**config.mk**
```make
export PLATFORM = sky130hd
export DESIGN_NAME = md_issue_ctrl
export DESIGN_NICKNAME = d
export VERILOG_FILES = /design/src/rtl/md_ctrl_pkg.sv /design/src/rtl/md_cycle_counter.sv /design/src/rtl/md_issue_ctrl.sv
export SDC_FILE = /design/constraint.sdc
export NUM_CORES = 1
export LEC_CHECK = 0
export ABC_CLOCK_PERIOD_IN_PS = 1550
export CORE_AREA = 5 5 75 77
export DETAILED_ROUTE_END_ITERATION = 7
export DIE_AREA = 0 0 80 82
export PLACE_DENSITY = 0.84
export SYNTH_ARGS = -nofsm -noshare
export SYNTH_HDL_FRONTEND = slang
export SYNTH_SLANG_ARGS = --single-unit
```
**constraint.sdc**
```tcl
create_clock -name clock -period 1.55 [get_ports clock]
set_input_delay 0.31 -clock clock [delete_from_list [all_inputs] [get_ports clock]]
set_output_delay 0.31 -clock clock [all_outputs]
set_load 0.05 [all_outputs]
```
**src/rtl/md_ctrl_pkg.sv**
```systemverilog
// Shared types and constants for the multiply/divide issue controller.
package md_ctrl_pkg;

  typedef enum logic [1:0] {
    IDLE = 2'd0,
    BUSY = 2'd1,
    DONE = 2'd2
  } md_state_t;

  localparam int MD_CNT_W           = 6;
  localparam int MD_TIMEOUT_DEFAULT = 40;

endpackage

```
**src/rtl/md_cycle_counter.sv**
```systemverilog
// Saturating busy-cycle counter with synchronous clear and count enable.
module md_cycle_counter
  import md_ctrl_pkg::*;
(
  input  logic                clock,
  input  logic                reset,
  input  logic                clr,
  input  logic                en,
  output logic [MD_CNT_W-1:0] cnt
);

  always_ff @(posedge clock or posedge reset) begin
    if (reset) begin
      cnt <= '0;
    end else if (clr) begin
      cnt <= '0;
    end else if (en && (cnt != '1)) begin
      cnt <= cnt + MD_CNT_W'(1);
    end
  end

endmodule

```
**src/rtl/md_issue_ctrl.sv**
```systemverilog
// Sequences the shared mult/div unit: issues the start pulse, stalls F/D and D/X while
// it runs and injects its result into X/M. Define MD_TIMEOUT_EN to enable the watchdog.
//
// state | meaning
// IDLE  | waiting for a mult/div in D/X; issues and stalls in the same cycle
// BUSY  | unit running, pipeline frozen, waiting for md_ready
// DONE  | one cycle: result injected into X/M, stall released
module md_issue_ctrl
  import md_ctrl_pkg::*;
#(
  parameter int DATA_W         = 32,
  parameter int TIMEOUT_CYCLES = MD_TIMEOUT_DEFAULT
) (
  input  logic              clock,
  input  logic              reset,
  input  logic              dx_valid,
  input  logic              dx_is_mult,
  input  logic              dx_is_div,
  input  logic [4:0]        dx_rd,
  input  logic              md_ready,
  input  logic              md_exception,
  input  logic [DATA_W-1:0] md_result,
  output logic              md_ctrl_mult,
  output logic              md_ctrl_div,
  output logic              stall_pipe,
  output logic              xm_md_valid,
  output logic [4:0]        xm_md_rd,
  output logic [DATA_W-1:0] xm_md_result,
  output logic              xm_md_exc,
  output logic              busy
);

  md_state_t           state;
  logic [4:0]          rd_q;
  logic [DATA_W-1:0]   result_q;
  logic                exc_q;
  logic [4:0]          xm_rd_q;
  logic [MD_CNT_W-1:0] cnt;
  logic                issue;
  logic                in_busy;
  logic                timeout;

  // Gating with reset keeps the start pulse and stall low while reset is held.
  assign issue   = (state == IDLE) && dx_valid && (dx_is_mult || dx_is_div) && !reset;
  assign in_busy = (state == BUSY);

`ifdef MD_TIMEOUT_EN
  localparam logic [MD_CNT_W-1:0] CNT_LAST = MD_CNT_W'(TIMEOUT_CYCLES - 1);
  assign timeout = in_busy && (cnt == CNT_LAST);
`else
  logic cnt_unused;
  assign timeout    = 1'b0;
  assign cnt_unused = ^{cnt, TIMEOUT_CYCLES[0]};
`endif

  md_cycle_counter u_cycle_counter (
    .clock (clock),
    .reset (reset),
    .clr   (issue),
    .en    (in_busy),
    .cnt   (cnt)
  );

  assign md_ctrl_mult = issue && dx_is_mult;
  assign md_ctrl_div  = issue && !dx_is_mult;
  assign stall_pipe   = issue || in_busy;
  assign busy         = in_busy;
  assign xm_md_valid  = (state == DONE);
  assign xm_md_rd     = xm_rd_q;
  assign xm_md_result = result_q;
  assign xm_md_exc    = exc_q;

  always_ff @(posedge clock or posedge reset) begin
    if (reset) begin
      state    <= IDLE;
      rd_q     <= '0;
      result_q <= '0;
      exc_q    <= 1'b0;
      xm_rd_q  <= '0;
    end else begin
      case (state)
        IDLE: begin
          if (issue) begin
            rd_q  <= dx_rd;
            state <= BUSY;
          end
        end
        BUSY: begin
          // A real completion wins over a watchdog expiry in the same cycle.
          if (md_ready) begin
            result_q <= md_result;
            exc_q    <= md_exception;
            xm_rd_q  <= rd_q;
            state    <= DONE;
          end else if (timeout) begin
            result_q <= '0;
            exc_q    <= 1'b1;
            xm_rd_q  <= rd_q;
            state    <= DONE;
          end
        end
        DONE:    state <= IDLE;
        default: state <= IDLE;
      endcase
    end
  end

endmodule
```
# [Word level (Yosys, flattened, before mapping)]
# Cells that the tools add are included.
[op_classes] eq_ne=4 n_mux=3 reduce_logical=13
[op_table] op="AND reduction 2 bit" count=3
[op_table] op="logical AND 1 bit" count=5
[op_table] op="two-way mux 2 bit" count=2
[op_table] op="inequality test 2 bit (second input constant)" count=2
[op_table] op="one-hot mux 2 bit (2 select lines)" count=1
[op_table] op="== test 2 x 1 -> 1 bit (second input constant)" count=1
[op_table] op="== test 2 bit (second input constant)" count=1
[op_table] op="zero test 1 bit" count=2
[op_table] op="zero test 2 bit" count=1
[op_table] op="logical OR 1 bit" count=2
[word_totals] reg_bits=45 in_bits=44 out_inout_bits=43 elab_cells=25

# [Longest topological paths before layout]
[depth] ltp_word=6 depth_mapped=6 ltp_nobuf=4

# [Least setup slack after synthesis]
# Ideal clock, no wire load.
[synth_timing] kind="register -> output" start="reg state[0]" end="out md_ctrl_div" arrival_time_ps=1564 required_ps=1240 setup_slack_ps=-324 path_stages_with_launch=4 path_buffers=0 path_cell_list="dfrtp_1 nor4b_2 o21ai_0 nor2_1"
[synth_between] elab_chain_cells=5
[synth_rtl] item="start: declaration" line="md_issue_ctrl.sv:33" text="md_state_t state;"
[synth_rtl] item="start signal: assignment" line="md_issue_ctrl.sv:75" text="state <= IDLE;"
[synth_rtl] item="start signal: assignment" line="md_issue_ctrl.sv:85" text="state <= BUSY;"
[synth_rtl] item="start signal: assignment" line="md_issue_ctrl.sv:94" text="state <= DONE;"
[synth_rtl] item="zero test 2 bit" line="md_issue_ctrl.sv:44" text="assign issue = (state == IDLE) && dx_valid && (dx_is_mult || dx_is_div) && !reset;"
[synth_rtl] item="logical AND 1 bit (3 in series)" line="md_issue_ctrl.sv:44"
[synth_rtl] item="logical AND 1 bit" line="md_issue_ctrl.sv:65" text="assign md_ctrl_div = issue && !dx_is_mult;"
[synth_rtl] item="end: declaration" line="md_issue_ctrl.sv:24" text="output logic md_ctrl_div,"
# No other way between the ends.

# [Worst setup path in the final report]
[layout_timing] start="reg state[1]" end="out md_ctrl_mult"
[layout_between] elab_chain_cells=5
[layout_rtl] item="zero test 2 bit" line="md_issue_ctrl.sv:44"
[layout_rtl] item="logical AND 1 bit (3 in series)" line="md_issue_ctrl.sv:44"
[layout_rtl] item="logical AND 1 bit" line="md_issue_ctrl.sv:64" text="assign md_ctrl_mult = issue && dx_is_mult;"
[layout_rtl] item="end: declaration" line="md_issue_ctrl.sv:23" text="output logic md_ctrl_mult,"
# No other way between the ends.

==> results.json <==
{
  "status": "complete, but fails checks",
  "violations": "setup timing",
  "p_int_w": 0.00381,
  "start_kind": "flop",
  "tightest_slew_ns": 0.265,
  "timing.final.crit_share": 1.14,
  "p_seq_frac": 0.310,
  "drt_iter0_markers": 46,
  "num_vias": 1251,
  "cp-startpoint": "state[1]",
  "peakVddDrop_uv": 1010,
  "maxCapViolCount": 0,
  "netlist_area_sq_um": 1770,
  "path_cells": "nor4b_4 > buf_4 > and2_4 > buf_12",
  "cpPeakStageDelay_ns": 0.43,
  "pwr-share-clk": 0.105,
  "cts-htree-levels": 2,
  "syn_area_per_cell_sq_um": 16.8,
  "r2r-end": "xm_md_rd[2]",
  "coreArea_sq_um": 4940,
  "drc": 0,
  "dp_worst_setup_slack_ns": -0.315,
  "holdWs_ns": 0.347,
  "track_usage": 0.145,
  "critical_path_class": "reg -> out",
  "first_global_vias": 1328,
  "rsz0062_at_grt": "true",
  "io_pins": 87,
  "dp.cells": 266,
  "drt-pass1-iter-count": 4,
  "grt_pass1_wl_um": 6960,
  "synthCells": 105,
  "num_antenna_cells": 0,
  "synth_seq_cells": 45,
  "drt-wirelength-per-cell_um": 16.4,
  "final_cell_mix": "dfrtp_1, clkdlybuf4s50_1, buf_12",
  "setup_viol": 43,
  "cts_buffer_depth": 2,
  "drt-vias-per-instance": 4.47,
  "start_util": 0.358,
  "stdcell_area_sq_um": 3340,
  "placed_cell_area_sq_um": 3100,
  "fin_crit_ns": 1.77,
  "drv_slew": 0,
  "r2r_cells": 7,
  "critPathCapture": "md_ctrl_mult",
  "core.rowCount": 26,
  "cp.required_ns": 1.24,
  "p_sw_w": 0.00270,
  "final_common_cell": "dfrtp_1",
  "slew_headroom": 0.824,
  "synth_nets": 149,
  "switching_share": 0.414,
  "place.detailed.hpwl_um": 3440,
  "fin_skew_ns": 0.00580,
  "clk_pin_slew_ns": 0.08,
  "yosys_warnings": 0,
  "cts.sinks": 45,
  "end_kind": "output pin",
  "setup_tns_ns": -2.39,
  "layout-drive-gt1-share": 0.557,
  "synth_cell_types": 16,
  "wirelength_um": 4590,
  "power_density_nw_per_um2": 1950,
  "critPathArrivalTime_ns": 1.46,
  "worstSkewPairLatency_ns": 0.29,
  "hold_viol_final": 0,
  "hold_path_class": "in -> async",
  "cts_tree": "built",
  "antenna_found_initial": 0,
  "fp.dieH_um": 82,
  "grt_max_degree": 29,
  "die_x_um": 80,
  "reg2reg_slack_ns": -0.08,
  "max_freq_mhz": 564,
  "cp_slowest_cell": "dfrtp_1",
  "cts_made_buffers": 5,
  "root_buffer": "clkbuf_8",
  "die_area_sq_um": 6560,
  "comb_power_share": 0.586,
  "ys_seq_area_frac": 0.636,
  "gr-total-overflow": 0,
  "instances_no_fill": 280,
  "cp_max_fo": 2,
  "setup_slack_ns": -0.223,
  "gp_congestion": 0.774,
  "power_leakage_nw": 1.51,
  "r2r-start": "state[1]",
  "port_buffers": 86,
  "final_nets": 253,
  "ant_nets": 0,
  "areaGrowthSynthToFinish_pct": 88.6,
  "fillers": 363
}
power groups by stage:
| stage | logic [W] | clock network (W) | registers, W |
|---|---|---|---|
| finish | 0.00381 | 0.000682 | 0.00202 |
| global route | 0.00394 | 0.000781 | 0.00209 |
| CTS | 0.00381 | 0.000718 | 0.00202 |
| detailed placement | 0.00378 | 0 | 0.00204 |
| global placement | 0.00374 | 0 | 0.00201 |
| floorplan | 0.000584 | 0 | 0.00327 |
worst min-delay path by stage:
stage,start,to,cells past startpoint
2_1_floorplan,md_ready,state[0],1
3_3_place_gp,xm_md_result[15],xm_md_result[15],1
3_5_place_dp,rd_q[0],xm_md_rd[0],1
4_1_cts,reset,xm_md_result[10],4
5_1_grt,reset,xm_md_result[10],4
6_report,reset,xm_md_result[10],4
cell type report:
cell class | count | area (sq um) | area share
clock buffer | 7 | 76.3 | 0.0229
clock inverter | 1 | 7.51 | 0.00225
inverter | 3 | 16.3 | 0.00487
sequential | 45 | 1130 | 0.337
multi-input combinational | 53 | 636 | 0.190
tap | 70 | 87.6 | 0.0262
timing repair buffer | 101 | 1390 | 0.416
metal layers:
metal	vias up	wire, um	global-route usage
met5	-	0	0
met4	0	71	0.0557
met3	6	330	0.0439
met2	52	2570	0.267
met1	620	1620	0.156
li1	573	-	-
critical path: cells and delay by family, from the launching register on:
family,cells,cell delay (ns)
simple gates,2,0.45
flops,1,0.43
buf+inv,2,0.30
stage by stage:
step	util	power, W
4_1_cts	0.652	0.00655
6_report	0.675	0.00651
3_5_place_dp	0.627	0.00582
2_1_floorplan	-	0.00385
3_3_place_gp	0.627	0.00574
5_1_grt	0.675	0.00680
state kept, by name, indices dropped and copies added, names as in the netlist:
name,count
rd_q,5
xm_md_rd,5
xm_md_exc,1
state,2
xm_md_result,32
cell families (layout without fill, tap and decap cells):
logic type / count (synthesis) / count (layout) / synth area share
buf+inv: 7 / 112 / 0.0283
compound gates: 3 / 3 / 0.0106
simple gates: 7 / 7 / 0.0318
mux: 43 / 43 / 0.293
flops: 45 / 45 / 0.636
synth_stat cells:
cell type  instances  area (sq um)
o21ai_0            2          10.0
buf_4              2          15.0
nand2b_4           1          13.8
nand2_2            1          6.26
clkinv_2           1          5.00
nand2_1            1          3.75
mux2_4             9           135
and2b_1            1          7.51
mux2_2            34           383
nor2_1             1          3.75
nor4b_2            1          15.0
dfrtp_1           45          1130
and2_1             1          6.26
inv_1              2          7.51
o21a_2             1          8.76
buf_6              2          22.5
timing repair:
item                       in CTS  in global routing
gates resized for setup         8                  4
buffers inserted                1                  1
pin swaps                       3                  1
setup endpoints to repair       3                 29
hold endpoints to repair        0                  0
gates cloned                    0                  4
hold buffers                    0                  0
Power figures use the tool's default switching activity.
